**src/rtl/ultra_sonic_pkg.sv**
```systemverilog
// Shared types and constants for the ultrasonic echo-count filter.
// Centimetre conversion is a fixed-point multiply: dist = (avg * CM_MULT + CM_ROUND) >> CM_SHIFT.
package ultra_sonic_pkg;

    localparam int COUNT_WIDTH = 32;
    localparam int PROD_WIDTH  = 46;
    localparam int CM_MULT     = 11570;   // round(2^24 / 1450): 40 ns per count, 58 us per cm
    localparam int CM_SHIFT    = 24;
    localparam int CM_ROUND    = 1 << 23;

    typedef enum logic [2:0] {
        S_IDLE   = 3'd0,
        S_SETTLE = 3'd1,
        S_CHECK  = 3'd2,
        S_ACCUM  = 3'd3,
        S_CONV   = 3'd4,
        S_PUB    = 3'd5
    } state_t;

endpackage

```
**src/rtl/ultra_sonic_avg_buffer.sv**
```systemverilog
// Circular buffer of the last 2^AVG_LOG2 accepted echo counts with a running sum.
// The sum swaps out the oldest entry on each push, so it never needs a full re-add.
module ultra_sonic_avg_buffer
    import ultra_sonic_pkg::*;
#(
    parameter int AVG_LOG2 = 3
) (
    input  logic                            clk,
    input  logic                            reset_l,
    input  logic                            push,
    input  logic [COUNT_WIDTH-1:0]          push_data,
    output logic [COUNT_WIDTH+AVG_LOG2-1:0] sum,
    output logic                            full
);

    localparam int WINDOW = 1 << AVG_LOG2;
    localparam logic [AVG_LOG2:0] FILL_MAX = (AVG_LOG2 + 1)'(WINDOW);

    logic [COUNT_WIDTH-1:0] buf_mem [WINDOW];
    logic [AVG_LOG2-1:0]    wr_ptr;
    logic [AVG_LOG2:0]      fill;

    always_ff @(posedge clk or negedge reset_l) begin
        if (!reset_l) begin
            for (int i = 0; i < WINDOW; i++) begin
                buf_mem[i] <= '0;
            end
            sum    <= '0;
            wr_ptr <= '0;
            fill   <= '0;
        end else if (push) begin
            // Entries start at zero, so subtracting the slot is correct while filling too.
            sum <= sum - {{AVG_LOG2{1'b0}}, buf_mem[wr_ptr]} + {{AVG_LOG2{1'b0}}, push_data};
            buf_mem[wr_ptr] <= push_data;
            wr_ptr <= wr_ptr + 1'b1;
            if (fill != FILL_MAX) begin
                fill <= fill + 1'b1;
            end
        end
    end

    assign full = (fill == FILL_MAX);

endmodule

```
**src/rtl/ultra_sonic_filter.sv**
```systemverilog
// Captures one echo count per measurement, rejects out-of-range counts, averages the good ones
// and publishes average count, distance in cm and a proximity flag with a one-cycle strobe.
module ultra_sonic_filter
    import ultra_sonic_pkg::*;
#(
    parameter int AVG_LOG2  = 3,
    parameter int MIN_COUNT = 2900,
    parameter int MAX_COUNT = 600000,
    parameter int NEAR_CM   = 30
) (
    input  logic        clk,
    input  logic        reset_l,
    input  logic [31:0] sample_data,
    input  logic        sample_valid,
    output logic [31:0] avg_count,
    output logic [15:0] dist_cm,
    output logic        near,
    output logic        out_valid,
    output logic [15:0] err_count,
    output logic [2:0]  dbg_state
);

    localparam int SUM_WIDTH  = COUNT_WIDTH + AVG_LOG2;
    localparam int DIST_WIDTH = PROD_WIDTH - CM_SHIFT;

    state_t                 state, state_next;
    logic                   valid_q, rise_q;
    logic [COUNT_WIDTH-1:0] sample_q, avg_q, avg_next;
    logic [PROD_WIDTH-1:0]  prod_q, prod_rnd;
    logic [SUM_WIDTH-1:0]   sum;
    logic                   full, in_range;
    logic                   capture, reject, push, convert, publish;
    logic [DIST_WIDTH-1:0]  dist_wide;
    logic [15:0]            dist_sat;

    // Handshake: sample_valid is a level held for many cycles per measurement. Only its registered
    // rising edge starts a measurement, and only from S_IDLE; sample_data is taken one cycle later
    // because the upstream register settles after valid. out_valid is a single-cycle strobe with no
    // back-pressure; the published outputs hold between strobes.
    always_ff @(posedge clk or negedge reset_l) begin
        if (!reset_l) begin
            valid_q <= 1'b0;
            rise_q  <= 1'b0;
        end else begin
            valid_q <= sample_valid;
            rise_q  <= sample_valid & ~valid_q;
        end
    end

    always_ff @(posedge clk or negedge reset_l) begin
        if (!reset_l) begin
            state <= S_IDLE;
        end else begin
            state <= state_next;
        end
    end

    assign in_range = (sample_q >= COUNT_WIDTH'(MIN_COUNT)) && (sample_q <= COUNT_WIDTH'(MAX_COUNT));

    always_comb begin
        state_next = state;
        capture    = 1'b0;
        reject     = 1'b0;
        push       = 1'b0;
        convert    = 1'b0;
        publish    = 1'b0;
        case (state)
            S_IDLE:   if (rise_q) state_next = S_SETTLE;
            S_SETTLE: begin
                capture    = 1'b1;
                state_next = S_CHECK;
            end
            S_CHECK: begin
                if (in_range) begin
                    state_next = S_ACCUM;
                end else begin
                    reject     = 1'b1;
                    state_next = S_IDLE;
                end
            end
            S_ACCUM: begin
                push       = 1'b1;
                state_next = S_CONV;
            end
            S_CONV: begin
                convert    = 1'b1;
                state_next = S_PUB;
            end
            S_PUB: begin
                publish    = 1'b1;
                state_next = S_IDLE;
            end
            default:  state_next = S_IDLE;
        endcase
    end

    ultra_sonic_avg_buffer #(.AVG_LOG2(AVG_LOG2)) u_avg_buffer (
        .clk       (clk),
        .reset_l   (reset_l),
        .push      (push),
        .push_data (sample_q),
        .sum       (sum),
        .full      (full)
    );

    assign avg_next  = COUNT_WIDTH'(sum >> AVG_LOG2);
    assign prod_rnd  = prod_q + PROD_WIDTH'(CM_ROUND);
    assign dist_wide = prod_rnd[PROD_WIDTH-1:CM_SHIFT];
    assign dist_sat  = (dist_wide > DIST_WIDTH'(16'hFFFF)) ? 16'hFFFF : dist_wide[15:0];

    always_ff @(posedge clk or negedge reset_l) begin
        if (!reset_l) begin
            sample_q  <= '0;
            avg_q     <= '0;
            prod_q    <= '0;
            avg_count <= '0;
            dist_cm   <= '0;
            near      <= 1'b0;
            out_valid <= 1'b0;
            err_count <= '0;
        end else begin
            out_valid <= 1'b0;
            if (capture) begin
                sample_q <= sample_data;
            end
            if (reject && (err_count != 16'hFFFF)) begin
                err_count <= err_count + 16'd1;
            end
            if (convert) begin
                avg_q  <= avg_next;
                prod_q <= PROD_WIDTH'(avg_next) * PROD_WIDTH'(CM_MULT);
            end
            // Nothing is published until the window holds a full set of good samples.
            if (publish && full) begin
                avg_count <= avg_q;
                dist_cm   <= dist_sat;
                near      <= (dist_sat < 16'(NEAR_CM));
                out_valid <= 1'b1;
            end
        end
    end

    assign dbg_state = state;

endmodule

```
**config.mk**
```make
export PLATFORM = sky130hd
export DESIGN_NAME = ultra_sonic_filter
export DESIGN_NICKNAME = d
export VERILOG_FILES = /design/src/rtl/ultra_sonic_pkg.sv /design/src/rtl/ultra_sonic_avg_buffer.sv /design/src/rtl/ultra_sonic_filter.sv
export SDC_FILE = /design/constraint.sdc
export NUM_CORES = 1
export LEC_CHECK = 0
export CORE_MARGIN = 3
export CORE_UTILIZATION = 50
export CTS_CLUSTER_DIAMETER = 60
export CTS_CLUSTER_SIZE = 25
export DETAILED_ROUTE_END_ITERATION = 8
export PLACE_DENSITY_LB_ADDON = 0.3
export SLEW_MARGIN = 20
export SYNTH_ARGS = -nofsm -noshare
export SYNTH_HDL_FRONTEND = slang
export SYNTH_HIERARCHICAL = 1
export SYNTH_SLANG_ARGS = --single-unit
```
**constraint.sdc**
```tcl
create_clock -name clk -period 8.75 [get_ports clk]
set_input_delay 1.3125 -clock clk [delete_from_list [all_inputs] [get_ports clk]]
set_output_delay 1.3125 -clock clk [all_outputs]
set_load 0.02 [all_outputs]
```
==> flow_summary_export.csv <==
group,metric,value,unit
run_status,status,"completed",
worst_setup_path,slowest_stage,"fa_1",
placement,placed_area,31100,um^2
drt,viasPerCell,5.48,
worst_setup_path,cp_data_arrival_time,6.02,ns
logic_synthesis,yosys-top-cells-count,"456 x dfrtp_1, 425 x nand2_1, 353 x inv_1",
worst_setup_path,crit_fanout,8,
placement,portBuffers,103,
floorplanning,ios,104,
drt,wl_per_cell,18.4,um
drt,drt_iter0_drc,1333,
sta,rsz0062_at_grt,"false",
logic_synthesis,yosys-top-cells-area,"dfrtp_1 39%, fa_1 11%, ha_1 9.3%",
logic_synthesis,async_flop_share,100,%
sta,worst_pin_slew,1.03,ns
logic_synthesis,post-synth-top-count-cell,"dfrtp_1",
floorplanning,die_x,248,um
cells_and_area,drive_above_1_share,14.1,%
worst_setup_path,critPathKind,"reg -> reg",
floorplanning,die_h,248,um
min_path,hold_class,"reg -> reg",
clock_network,cts.clk_slew.worst_paths,0.07,ns
logic_synthesis,synth_edf_count,0,
worst_setup_path,ff2ff_path_depth,19,
clock_network,post-cts-setup-buffers,0,
clock_network,clock_sinks,456,
worst_setup_path,crit_path_end_kind,"flip-flop",
floorplanning,dieArea,61400,um^2
clock_network,clock_path_buffers,3,
logic_synthesis,synth_seq_area_share,39.0,%
sta,clock_skew,0.0314,ns
logic_synthesis,ys.flop_type,"dfrtp_1",
cells_and_area,syn_to_final_growth,10.9,%
global_route,grt-ovfl-total,0,
clock_network,cts_made_buffers,38,
global_route,antenna_found_initial,0,
logic_synthesis,netlist_area,29200,um^2
sta,hold_viol,0,
flow_run,maxCapViolations,0,
sta,min_period,5.61,ns
clock_network,cts_tree,"done",
drt,via_count,19800,
global_route,grt_usage,22.3,%
clock_network,postCtsHoldBufs,0,
logic_synthesis,syn_nets,3154,
drt,ant_nets,0,
worst_setup_path,max_stage_delay,0.55,ns
floorplanning,core_area,57800,um^2
sta,finalSetupTns,0,ns
global_route,grt_max_degree,181,
clock_network,root_buffer,"clkbuf_16",
sta,fmax,178,MHz
floorplanning,rows,88,
drt,drc_errors,0,
floorplanning,initial_core_util,50.6,%
drt,drtPass1Iterations,5,
cells_and_area,nets,3219,
cells_and_area,diodes,0,
clock_network,htreeDepth,2,
cells_and_area,final_area,32400,um^2
logic_synthesis,synth_cell_types,75,
sta,report.final.slew_viol_count,0,
drt,wirelength,66300,um
sta,period_share,64.1,%
placement,detailed_place_hpwl,48800,um
worst_setup_path,critPathLaunchType,"flip-flop",
sta,finalSetupViolCount,0,
logic_synthesis,syn_inst,2746,
logic_synthesis,ys_seq_elements,456,
cells_and_area,utilization,56.1,%
clock_network,clock_latency,0.59,ns
worst_setup_path,path_cells,"ha_1, xor2_1, ha_1, a21o_1, fa_1, fa_1, inv_1, fa_1, inv_1, ha_1, a21oi_1, o21ai_0, a22oi_1, nand4_1, a311oi_1, o21bai_1, a31oi_1, xor2_1, o21ai_0",
logic_synthesis,yosys.area.top_type,"dfrtp_1",
sta,slew_headroom,31.3,%
worst_setup_path,crit_required,9.17,ns
min_path,min_path_cells,1,
placement,gp_congestion,0.898,
clock_network,post_cts_resized,0,
cells_and_area,fillers,4961,
global_route,grt_pass1_wl,110000,um
global_route,grt_pass1_vias,20700,
logic_synthesis,avgSynthCellArea,10.6,um^2
logic_synthesis,yosysWarningCount,6,
logic_synthesis,synth_top_area_share,39.0,%
==> final cells by class <==
type                            count  area (um^2)  share of cell area (%)
Sequential cell                   456        11400                    35.2
Clock buffer                       40          980                    3.02
Timing Repair Buffer              126         1220                    3.76
Multi-Input combinational cell   1836        16100                    49.7
Clock inverter                     30          405                    1.25
Inverter                          353         1330                    4.08
Tap cell                          765          957                    2.95
==> kinds of logic (layout without fill, tap and decap cells) <==
group	Yosys count	count (layout)	share of synthesized area [%]
fa+ha+maj	374	374	20.0
mux	286	286	13.4
flops	456	456	39.0
simple gates	652	652	9.91
xor+xnor	103	103	3.09
buf+inv	454	549	5.93
compound gates	421	421	8.69
==> cell usage in the layout, fill, tap and decap left out, types with 10 or more instances in the layout <==
cell / instances
nand4_1: 17
nand2_1: 424
nor2_1: 68
a31oi_1: 11
clkbuf_16: 39
o211ai_1: 11
o21ai_0: 194
o21a_1: 10
buf_4: 22
xor2_1: 55
a21oi_1: 94
fa_1: 155
and3_1: 15
mux4_2: 64
ha_1: 218
a21o_1: 36
nand3_1: 36
inv_1: 353
mux2i_1: 18
dfrtp_1: 454
nor3_1: 14
clkdlybuf4s50_1: 102
xnor2_1: 48
mux2_2: 204
==> flip-flops by register name (all words and copies together) (netlist names), 3 cells and up <==
| register | flops |
|---|---|
| err_count | 16 |
| u_avg_buffer/fill | 4 |
| u_avg_buffer/wr_ptr | 3 |
| u_avg_buffer/buf_mem | 256 |
| dbg_state | 3 |
| avg_count | 32 |
| u_avg_buffer/sum | 35 |
| dist_cm | 16 |
| prod_q | 23 |
| avg_q | 32 |
| sample_q | 32 |
==> layer usage <==
metal  GRT usage [%]  up-vias  routed length [um]
met5               0        -                   0
li1                -     9393                   -
met1            31.6     9859               30700
met2            36.6      401               31200
met4            5.60        0                1510
met3            3.10       97                2810
==> path summary, 6_finish.rpt <==
check                                                 from                               endpoint  slack, ns
max                        u_avg_buffer/sum[4]$_DFFE_PN0P_                 prod_q[34]$_DFFE_PN0P_       3.14
min                                      valid_q$_DFF_PN0_                       rise_q$_DFF_PN0_       0.41
max reg2reg                u_avg_buffer/sum[4]$_DFFE_PN0P_                 prod_q[34]$_DFFE_PN0P_       3.14
min reg2reg                              valid_q$_DFF_PN0_                       rise_q$_DFF_PN0_       0.41
max in group asynchronous                          reset_l               err_count[4]$_DFFE_PN0P_       6.04
min in group asynchronous                          reset_l  u_avg_buffer/buf_mem[152]$_DFFE_PN0P_       0.70
==> worst max-delay path: cells and delay by family (launching register included) <==
family,cells,cell delay (ns)
xor gates and xnor gates,2,0.33
and+or+nand+nor,1,0.30
buffers and inverters,2,0.10
DFF,1,0.51
adders and majority gates,6,2.46
AOI/OAI and AO/OA,8,1.75
==> metrics by stage <==
stage                     hold slack (ns)  instances  setup WS, ns
after floorplan                     0.378       2746          3.56
after global placement              0.388       3536          3.24
after detailed placement            0.396       3536          3.14
after CTS                           0.411       3606          3.13
after global routing                0.441       3606          2.78
final                               0.406       3606          3.14
Power is not shown: default switching activity piles up to over one toggle a cycle in this logic, so the estimate is an artifact.
==> variant (same settings) <==
`AVG_LOG2` is set to 3 in 2 places; all go to 4.
--- a/src/rtl/ultra_sonic_avg_buffer.sv
+++ b/src/rtl/ultra_sonic_avg_buffer.sv
@@ -4,5 +4,5 @@
     import ultra_sonic_pkg::*;
 #(
-    parameter int AVG_LOG2 = 3
+    parameter int AVG_LOG2 = 4
 ) (
     input  logic                            clk,
--- a/src/rtl/ultra_sonic_filter.sv
+++ b/src/rtl/ultra_sonic_filter.sv
@@ -4,5 +4,5 @@
     import ultra_sonic_pkg::*;
 #(
-    parameter int AVG_LOG2  = 3,
+    parameter int AVG_LOG2  = 4,
     parameter int MIN_COUNT = 2900,
     parameter int MAX_COUNT = 600000,
Function: no difference found for any inputs over 4 cycles, from zero or initial values and one cycle with reset_l low; that may be too few to reach the edited logic, so the function may still have changed.
==> variant against the original RTL <==
- sequential cell count rose by 259
- wire length is 41% higher
- worst setup slack got worse by 52 ps
- first-iteration DRC count rose by 35%
- synthesized area is 38% higher
- final area rose by 36%
- sequential share of layout area grew 5.4 points
Power is left out: the tool's default activity adds up to more than one toggle a clock period on the data nets, which glitch-free logic cannot reach.
==> variant: results (changes against the original RTL) <==
- Outcome: finished clean
- Initial DRC Count: 1798 (+35%)
- FF-to-FF path depth: 21 (+2)
- RePlAce Congestion: 0.850 (-5.4%)
- Max incr delay on CP: 660 ps (+110 ps)
- GR met3 Demand/Resource: 3.30% (+0.20 points)
- Layout cell share with drive strength beyond 1: 16.8% (+2.8 points)
- DR WL met2: 43.8 mm (+40%)
- Top cells by area, synth: dfrtp_1 (44%), mux4_2 (9.0%), fa_1 (7.7%)
- GR Layer Usage met1: 32.8% (+1.2 points)
- Mapped Nets: 3952 (+25%)
- Skew-Pair Late Insertion Delay: 660 ps (+70 ps)
- Wl on met1: 42.4 mm (+38%)
- Worst path slowest cell: dfrtp_1
- Tightest Pin Transition: 990 ps (-40.3 ps)
- Fillers: 6748 (+36%)
- Antenna violations before repair: 1 (+1)
- WL final: 93.3 mm (+41%)
- Yosys cell types: 86 (+15%)
- Vias in the first global route: 26706 (+29%)
- Synth cell count leaders: dfrtp_1 (715), nand2_1 (536), o21ai_0 (399)
- Top flop regs: u_avg_buffer/buf_mem x512, u_avg_buffer/sum x36
- Post-DP HPWL: 60.9 mm (+25%)
- Final net count: 3939 (+22%)
- GR Util All Layers: 22.8% (+0.50 points)
- Skew final: 68.1 ps (+36.7 ps)
- CTS Buf Count: 53 (+39%)
- Crit Path Max Fanout: 10 (+2)
==> variant: changes by cell type after synthesis, moves of 30 or more <==
cell	unedited run	this run
o21ai_0	194	399
nand2_1	425	536
dfrtp_1	456	715
clkbuf_1	79	165
mux4_2	64	160
a21oi_1	94	64
mux2_2	204	256
==> variant: area by class of cell <==
type | instances | share of cell area [%]
repair buffers | 130 | 2.92
flip-flops and latches | 715 | 40.6
clock buffers | 57 | 3.11
clock inverters | 42 | 1.30
well taps | 1050 | 2.98
inverters | 349 | 2.97
multi-input cells | 2278 | 46.1
==> variant: through the flow <==
stage               setup slack [ps]  cells  util, %  area, µm²
floorplan                       3630   3540        -      40200
global placement                3150   4522     53.1      42100
detailed placement              3070   4522     53.1      42100
CTS                             3030   4621     55.5      44100
global route                    2580   4621     55.5      44100
finish                          3090   4621     55.5      44100
==> variant: final timing paths <==
check | start | to | slack, ps
min in group asynchronous | reset_l | err_count[6] | 700
worst min register to register | valid_q | rise_q | 400
worst max-delay path | u_avg_buffer/sum[11] | prod_q[43] | 3090
max in group asynchronous | reset_l | u_avg_buffer/buf_mem[481] | 6170
worst min-delay path | valid_q | rise_q | 400
worst max register to register | u_avg_buffer/sum[11] | prod_q[43] | 3090
==> variant: logic make-up after synthesis <==
group / synth area share [%]
AO/OA/AOI/OAI: 8.67
XOR/XNOR: 2.55
adder cells (fa/ha/maj): 14.6
buffers and inverters: 5.29
flip-flops: 44.5
multiplexers: 16.4
AND/OR/NAND/NOR: 7.96
==> variant: worst reg2reg max path: cells and delay by family, from the launching register on <==
family                   cells  cell delay, ps
AO/OA/AOI/OAI               10            1960
XOR/XNOR                     2             300
adder cells (fa/ha/maj)      6            2430
buffers and inverters        2             100
flip-flops                   1             660
AND/OR/NAND/NOR              1              60
